[config.mk]
export PLATFORM = sky130hd
export DESIGN_NAME = phys_reg_free_list_flat
export DESIGN_NICKNAME = d
export VERILOG_FILES = /design/src/rtl/phys_reg_free_list_pkg.sv /design/src/rtl/phys_reg_free_list_if.sv /design/src/rtl/phys_reg_free_list.sv /design/src/flat_wrapper.sv
export SDC_FILE = /design/constraint.sdc
export NUM_CORES = 1
export LEC_CHECK = 0
export ABC_AREA = 1
export BUFFER_PORTS_ARGS = -buffer_cell sky130_fd_sc_hd__buf_2
export CORE_MARGIN = 3
export CORE_UTILIZATION = 35
export CTS_CLUSTER_SIZE = 20
export DETAILED_ROUTE_END_ITERATION = 10
export RECOVER_POWER = 25
export SLEW_MARGIN = 20
export SYNTH_ARGS = -nofsm -noshare
export SYNTH_HDL_FRONTEND = slang
export SYNTH_SLANG_ARGS = --single-unit
[constraint.sdc]
create_clock -name clk -period 4.65 [get_ports clk]
set_clock_uncertainty 0.2 [all_clocks]
set_input_delay 0.6975 -clock clk [delete_from_list [all_inputs] [get_ports clk]]
set_output_delay 0.6975 -clock clk [all_outputs]
set_load 0.05 [all_outputs]
[src/rtl/phys_reg_free_list_pkg.sv]
// phys_reg_free_list_pkg: rename-side sizing, tag and free-list pointer types
package phys_reg_free_list_pkg;
    localparam int NUM_PHYS = 64;
    localparam int NUM_ARCH = 32;
    localparam int PHY_W    = $clog2(NUM_PHYS);
    localparam int DEPTH    = NUM_PHYS - NUM_ARCH;
    localparam int PTR_W    = $clog2(DEPTH) + 1;

    typedef logic [PHY_W-1:0] phy_tag_t;
    typedef logic [PTR_W-1:0] free_ptr_t;

    // Storage index: pointer with the wrap bit stripped
    function automatic logic [PTR_W-2:0] ptr_idx(free_ptr_t p);
        return p[PTR_W-2:0];
    endfunction
endpackage

[src/rtl/phys_reg_free_list_if.sv]
// phys_reg_free_list_if: rename/commit side bundle of the physical tag free list
interface phys_reg_free_list_if;
    import phys_reg_free_list_pkg::*;
    logic             alloc_req;
    logic             alloc_gnt;
    phy_tag_t         alloc_phy;
    logic             commit_alloc;
    logic             free_valid;
    phy_tag_t         free_phy;
    logic             flush;
    logic             empty;
    logic [PHY_W:0]   free_count;
    logic             err;

    modport master (
        output alloc_req, commit_alloc, free_valid, free_phy, flush,
        input  alloc_gnt, alloc_phy, empty, free_count, err
    );
    modport slave (
        input  alloc_req, commit_alloc, free_valid, free_phy, flush,
        output alloc_gnt, alloc_phy, empty, free_count, err
    );
endinterface

[src/rtl/phys_reg_free_list.sv]
// phys_reg_free_list: circular free list of physical tags with speculative head,
// committed head and tail pointers; flush rewinds the head in one cycle.
module phys_reg_free_list
    import phys_reg_free_list_pkg::*;
(
    input  logic               clk,
    input  logic               rst_n,
    phys_reg_free_list_if.slave fl
);
    phy_tag_t  r_fifo [DEPTH];
    free_ptr_t r_head;
    free_ptr_t r_commit_head;
    free_ptr_t r_tail;
    logic      r_err;

    free_ptr_t w_free_count;
    free_ptr_t w_commit_next;
    logic      w_empty;
    logic      w_gnt;
    logic      w_commit_ok;
    logic      w_free_ok;

    assign w_free_count  = r_tail - r_head;
    assign w_empty       = (w_free_count == '0);
    assign w_gnt         = fl.alloc_req && !w_empty && !fl.flush;
    assign w_commit_ok   = fl.commit_alloc && (r_commit_head != r_head);
    assign w_commit_next = r_commit_head + free_ptr_t'(w_commit_ok);
    // Capacity is judged against the committed head after this cycle's retirement,
    // since the ROB returns the old mapping alongside the retiring allocation.
    assign w_free_ok     = fl.free_valid && ((r_tail - w_commit_next) != free_ptr_t'(DEPTH));

    assign fl.alloc_gnt  = w_gnt;
    assign fl.alloc_phy  = r_fifo[ptr_idx(r_head)];
    assign fl.empty      = w_empty;
    assign fl.free_count = (PHY_W+1)'(w_free_count);
    assign fl.err        = r_err;

    always_ff @(posedge clk) begin
        if (!rst_n) begin
            r_head        <= '0;
            r_commit_head <= '0;
            r_tail        <= free_ptr_t'(DEPTH);
            r_err         <= 1'b0;
            for (int i = 0; i < DEPTH; i++)
                r_fifo[i] <= phy_tag_t'(NUM_ARCH + i);
        end else begin
            if (w_free_ok) begin
                r_fifo[ptr_idx(r_tail)] <= fl.free_phy;
                r_tail                  <= r_tail + free_ptr_t'(1);
            end
            r_commit_head <= w_commit_next;
            r_head        <= fl.flush ? w_commit_next : r_head + free_ptr_t'(w_gnt);
            r_err         <= r_err | (fl.commit_alloc && !w_commit_ok) | (fl.free_valid && !w_free_ok);
        end
    end
endmodule
[src/flat_wrapper.sv]
// flat-port wrapper written by rule: the top's interface ports become plain ports
module phys_reg_free_list_flat import phys_reg_free_list_pkg::*;
  (clk, rst_n, fl_alloc_req, fl_commit_alloc, fl_free_valid, fl_free_phy, fl_flush, fl_alloc_gnt, fl_alloc_phy, fl_empty, fl_free_count, fl_err);
  phys_reg_free_list_if fl_i ();
  input  logic clk;
  input  logic rst_n;
  input wire logic [$bits(fl_i.alloc_req)-1:0] fl_alloc_req;
  input wire logic [$bits(fl_i.commit_alloc)-1:0] fl_commit_alloc;
  input wire logic [$bits(fl_i.free_valid)-1:0] fl_free_valid;
  input wire logic [$bits(fl_i.free_phy)-1:0] fl_free_phy;
  input wire logic [$bits(fl_i.flush)-1:0] fl_flush;
  output wire logic [$bits(fl_i.alloc_gnt)-1:0] fl_alloc_gnt;
  output wire logic [$bits(fl_i.alloc_phy)-1:0] fl_alloc_phy;
  output wire logic [$bits(fl_i.empty)-1:0] fl_empty;
  output wire logic [$bits(fl_i.free_count)-1:0] fl_free_count;
  output wire logic [$bits(fl_i.err)-1:0] fl_err;
  assign fl_i.alloc_req = fl_alloc_req;
  assign fl_i.commit_alloc = fl_commit_alloc;
  assign fl_i.free_valid = fl_free_valid;
  assign fl_i.free_phy = fl_free_phy;
  assign fl_i.flush = fl_flush;
  assign fl_alloc_gnt = fl_i.alloc_gnt;
  assign fl_alloc_phy = fl_i.alloc_phy;
  assign fl_empty = fl_i.empty;
  assign fl_free_count = fl_i.free_count;
  assign fl_err = fl_i.err;
  phys_reg_free_list u_core (.clk(clk), .rst_n(rst_n), .fl(fl_i));
endmodule
==> impl_metrics.csv <==
group,metric,value,unit
die,io_pins,28,
setup_path,crit_required,3.75,ns
run_status,status,"finished clean",
flow_run,maxCapViolations,0,
power,p_leak,0.004061,uW
die,die_w,181.0,um
logic_synthesis,yosysWarnings,0,
setup_path,r2r-end,"u_core.r_fifo[11][2]$_SDFFCE_PN0P_",
die,num_rows,63,
drt,wl_per_cell,18.45,um
finish,layout_common_cells,"nor2_1 (252), nand2_1 (219), edfxtp_1 (192)",
timing,finalCriticalPeriod,4.423,ns
placed_design,dpl.hpwl,18.81,mm
timing,rsz0062_at_grt,"false",
worst_hold_path,hold_class,"input pin to flop",
grt,grt_usage,0.1741,
drt,ant_nets,0,
setup_path,worstSetupEndpointType,"output pin",
finish,final_common_cell,"nor2_1",
clocking,cts_inserted_buffers,23,
grt,grt_pass1_vias,7961,
timing,worst_slew_pin_slew,1.047,ns
worst_hold_path,min_to,"u_core.r_head[2]$_SDFF_PN0_",
finish,layout-drive-gt1-share,0.1041,
placed_design,gp_congestion,0.8754,
drt,drtPass1Iterations,7,
logic_synthesis,ys_seq_area_frac,0.5732,
clocking,cts_resized,0,
die,core,29950,um^2
die,die_h,181.0,um
setup_path,arrival,3.53,ns
setup_path,crit_type,"flop to output pin",
clocking,cts_tree,"built",
setup_path,r2r-start,"u_core.r_commit_head[4]$_SDFF_PN0_",
clocking,cts_max_level,1,
setup_path,cp-start-kind,"flop",
grt,grt_overflow,0,
power,power_density,433.7,nW/um^2
die,initial_core_util,0.3579,
setup_path,r2r_slack,0.38,ns
setup_path,cp_max_fo,21,
finish,finalNetCount,1197,
worst_hold_path,min_from,"fl_flush",
timing,hold_violations,0,
drt,drc,0,
grt,grt_pass1_wl,45.15,mm
logic_synthesis,synth-seq-cells,211,
drt,vias,8174,
timing,slew_violations,0,
clocking,postCtsSetupBuffers,0,
grt,antenna_found_initial,0,
finish,syn2layout_area_growth,10.84,%
logic_synthesis,synth_cell_type_count,39,
placed_design,pre_cts_ws,0.2401,ns
clocking,hold_buffers,0,
drt,via_per_inst,5.203,
power,power,5155,uW
clocking,root_buffer,"clkbuf_16",
placed_design,io_buffers,26,
drt,drt-initial-drc-count,826,
timing,slew_headroom,0.3022,
worst_hold_path,hold_depth,2,
timing,setup_viol,0,
logic_synthesis,syn_avg_cell_area,9.219,um^2
clocking,cts.sinks,211,
logic_synthesis,synth_nets,1195,
die,dieArea,32770,um^2
grt,grt_max_degree,99,
setup_path,rr_worst_depth,20,
clocking,path_clk_slew,0.06,ns
clocking,clk_path_buf_depth,3,
timing,fmaxAchievable,226.1,MHz
logic_synthesis,syn_inst,1163,
power,vdd_drop_max,0.3439,mV
timing,worst_slack,0.2267,ns
finish,n_antenna_cell,0,
timing,min_period_over_period,0.9512,
clocking,insertion_delay,0.50,ns
timing,tns,0,ns
logic_synthesis,syn_area,10720,um^2
drt,routed_wirelength,28.98,mm
==> worst max-delay path by stage <==
| stage | start | end | slack, ns |
|---|---|---|---|
| global placement | u_core.r_commit_head[4]$_SDFF_PN0_ | u_core.r_fifo[8][4]$_SDFFCE_PN0P_ | 0.34 |
| detailed placement | u_core.r_commit_head[4]$_SDFF_PN0_ | u_core.r_fifo[8][0]$_SDFFCE_PN0P_ | 0.24 |
| floorplan | u_core.r_tail[0]$_SDFFE_PN0N_ | u_core.r_head[4]$_SDFF_PN0_ | 0.25 |
| CTS | u_core.r_commit_head[4]$_SDFF_PN0_ | u_core.r_fifo[8][5]$_SDFFCE_PN1P_ | 0.22 |
| global route | u_core.r_commit_head[4]$_SDFF_PN0_ | u_core.r_fifo[24][4]$_SDFFCE_PN1P_ | 0.01 |
| finish | u_core.r_head[2]$_SDFF_PN0_ | fl_alloc_gnt | 0.23 |
==> cells in the mapped netlist, drive strengths merged <==
| cell type | count | area share |
|---|---|---|
| nor2 | 270 | 0.12 |
| nand2 | 220 | 0.077 |
| edfxtp | 192 | 0.54 |
| o21ai | 116 | 0.054 |
| inv | 96 | 0.034 |
| clkbuf | 57 | 0.020 |
| nand3 | 46 | 0.023 |
| o22ai | 25 | 0.015 |
| dfxtp | 19 | 0.035 |
| ha | 19 | 0.022 |
| o211ai | 18 | 0.013 |
| a21oi | 15 | 0.0070 |
| buf | 12 | 0.0074 |
| nand4 | 10 | 0.0058 |
| nor3 | 10 | 0.0047 |
| xor2 | 10 | 0.0082 |
| o221ai | 7 | 0.0057 |
| xnor2 | 5 | 0.0041 |
| clkinv | 3 | 0.0011 |
| a31oi | 2 | 0.0012 |
| nand3b | 2 | 0.0014 |
| o21bai | 2 | 0.0014 |
| or2 | 2 | 0.0012 |
| a21boi | 1 | 0.00070 |
| a221oi | 1 | 0.00082 |
| conb | 1 | 0.00035 |
| fa | 1 | 0.0019 |
| nor4 | 1 | 0.00058 |
==> report_power, final <==
part	switching, uW	internal [uW]	total (uW)
Combinational	955	304	1260
Sequential	35.1	2120	2160
Clock	730	1010	1740
Total	1720	3430	5150
==> metrics by stage <==
step | cells | util | hold WS [ns] | instance area (um^2)
floorplan | 1163 | - | 0.3014 | 10720
global placement | 1530 | 0.3739 | 0.2770 | 11200
detailed placement | 1530 | 0.3739 | 0.2725 | 11200
finish | 1571 | 0.3967 | 0.2738 | 11880
global route | 1571 | 0.3967 | 0.2831 | 11880
CTS | 1571 | 0.3975 | 0.2483 | 11910
==> flip-flops by register name, indices dropped and copies added (netlist names) <==
register and flops:
u_core.fl.err 1, u_core.r_commit_head 6, u_core.r_fifo 192, u_core.r_head 6, u_core.r_tail 6
==> final cells by class <==
type	count	area (um^2)
Tap cell	390	488.0
Sequential cell	211	6147
Multi-Input combinational cell	784	3895
Fill cell	2997	18070
Inverter	99	372.9
Timing Repair Buffer	46	274.0
Clock inverter	18	131.4
Clock buffer	23	575.6
==> worst max-delay path, cell delays in order (launching register included) <==
cell and delay (ns):
dfxtp_1 0.35, buf_4 0.31, clkinv_1 0.48, ha_1 0.55
nand2_1 0.07, o21ai_0 0.25, a21oi_1 0.11, o21bai_1 0.31
xor2_1 0.11, a21oi_1 0.19, buf_2 0.30
==> layer usage <==
metal	track usage	part of all wire	vias up
met1	0.2366	0.43	3902
li1	-	-	3901
met4	0.06429	0.036	0
met5	0	0	-
met2	0.2862	0.47	305
met3	0.02295	0.067	66
==> logic make-up (layout without fill, tap and decap cells) <==
logic type / count (synthesis) / count (layout) / synth area share
AOI/OAI and AO/OA: 187 / 187 / 0.09814
xor gates and xnor gates: 15 / 15 / 0.01225
adders and majority gates: 20 / 20 / 0.02404
buffers and inverters: 168 / 186 / 0.06197
DFF: 211 / 211 / 0.5732
other: 1 / 1 / 0.0003498
and+or+nand+nor: 561 / 561 / 0.2300
No activity file was read; power rests on OpenSTA's default activity.
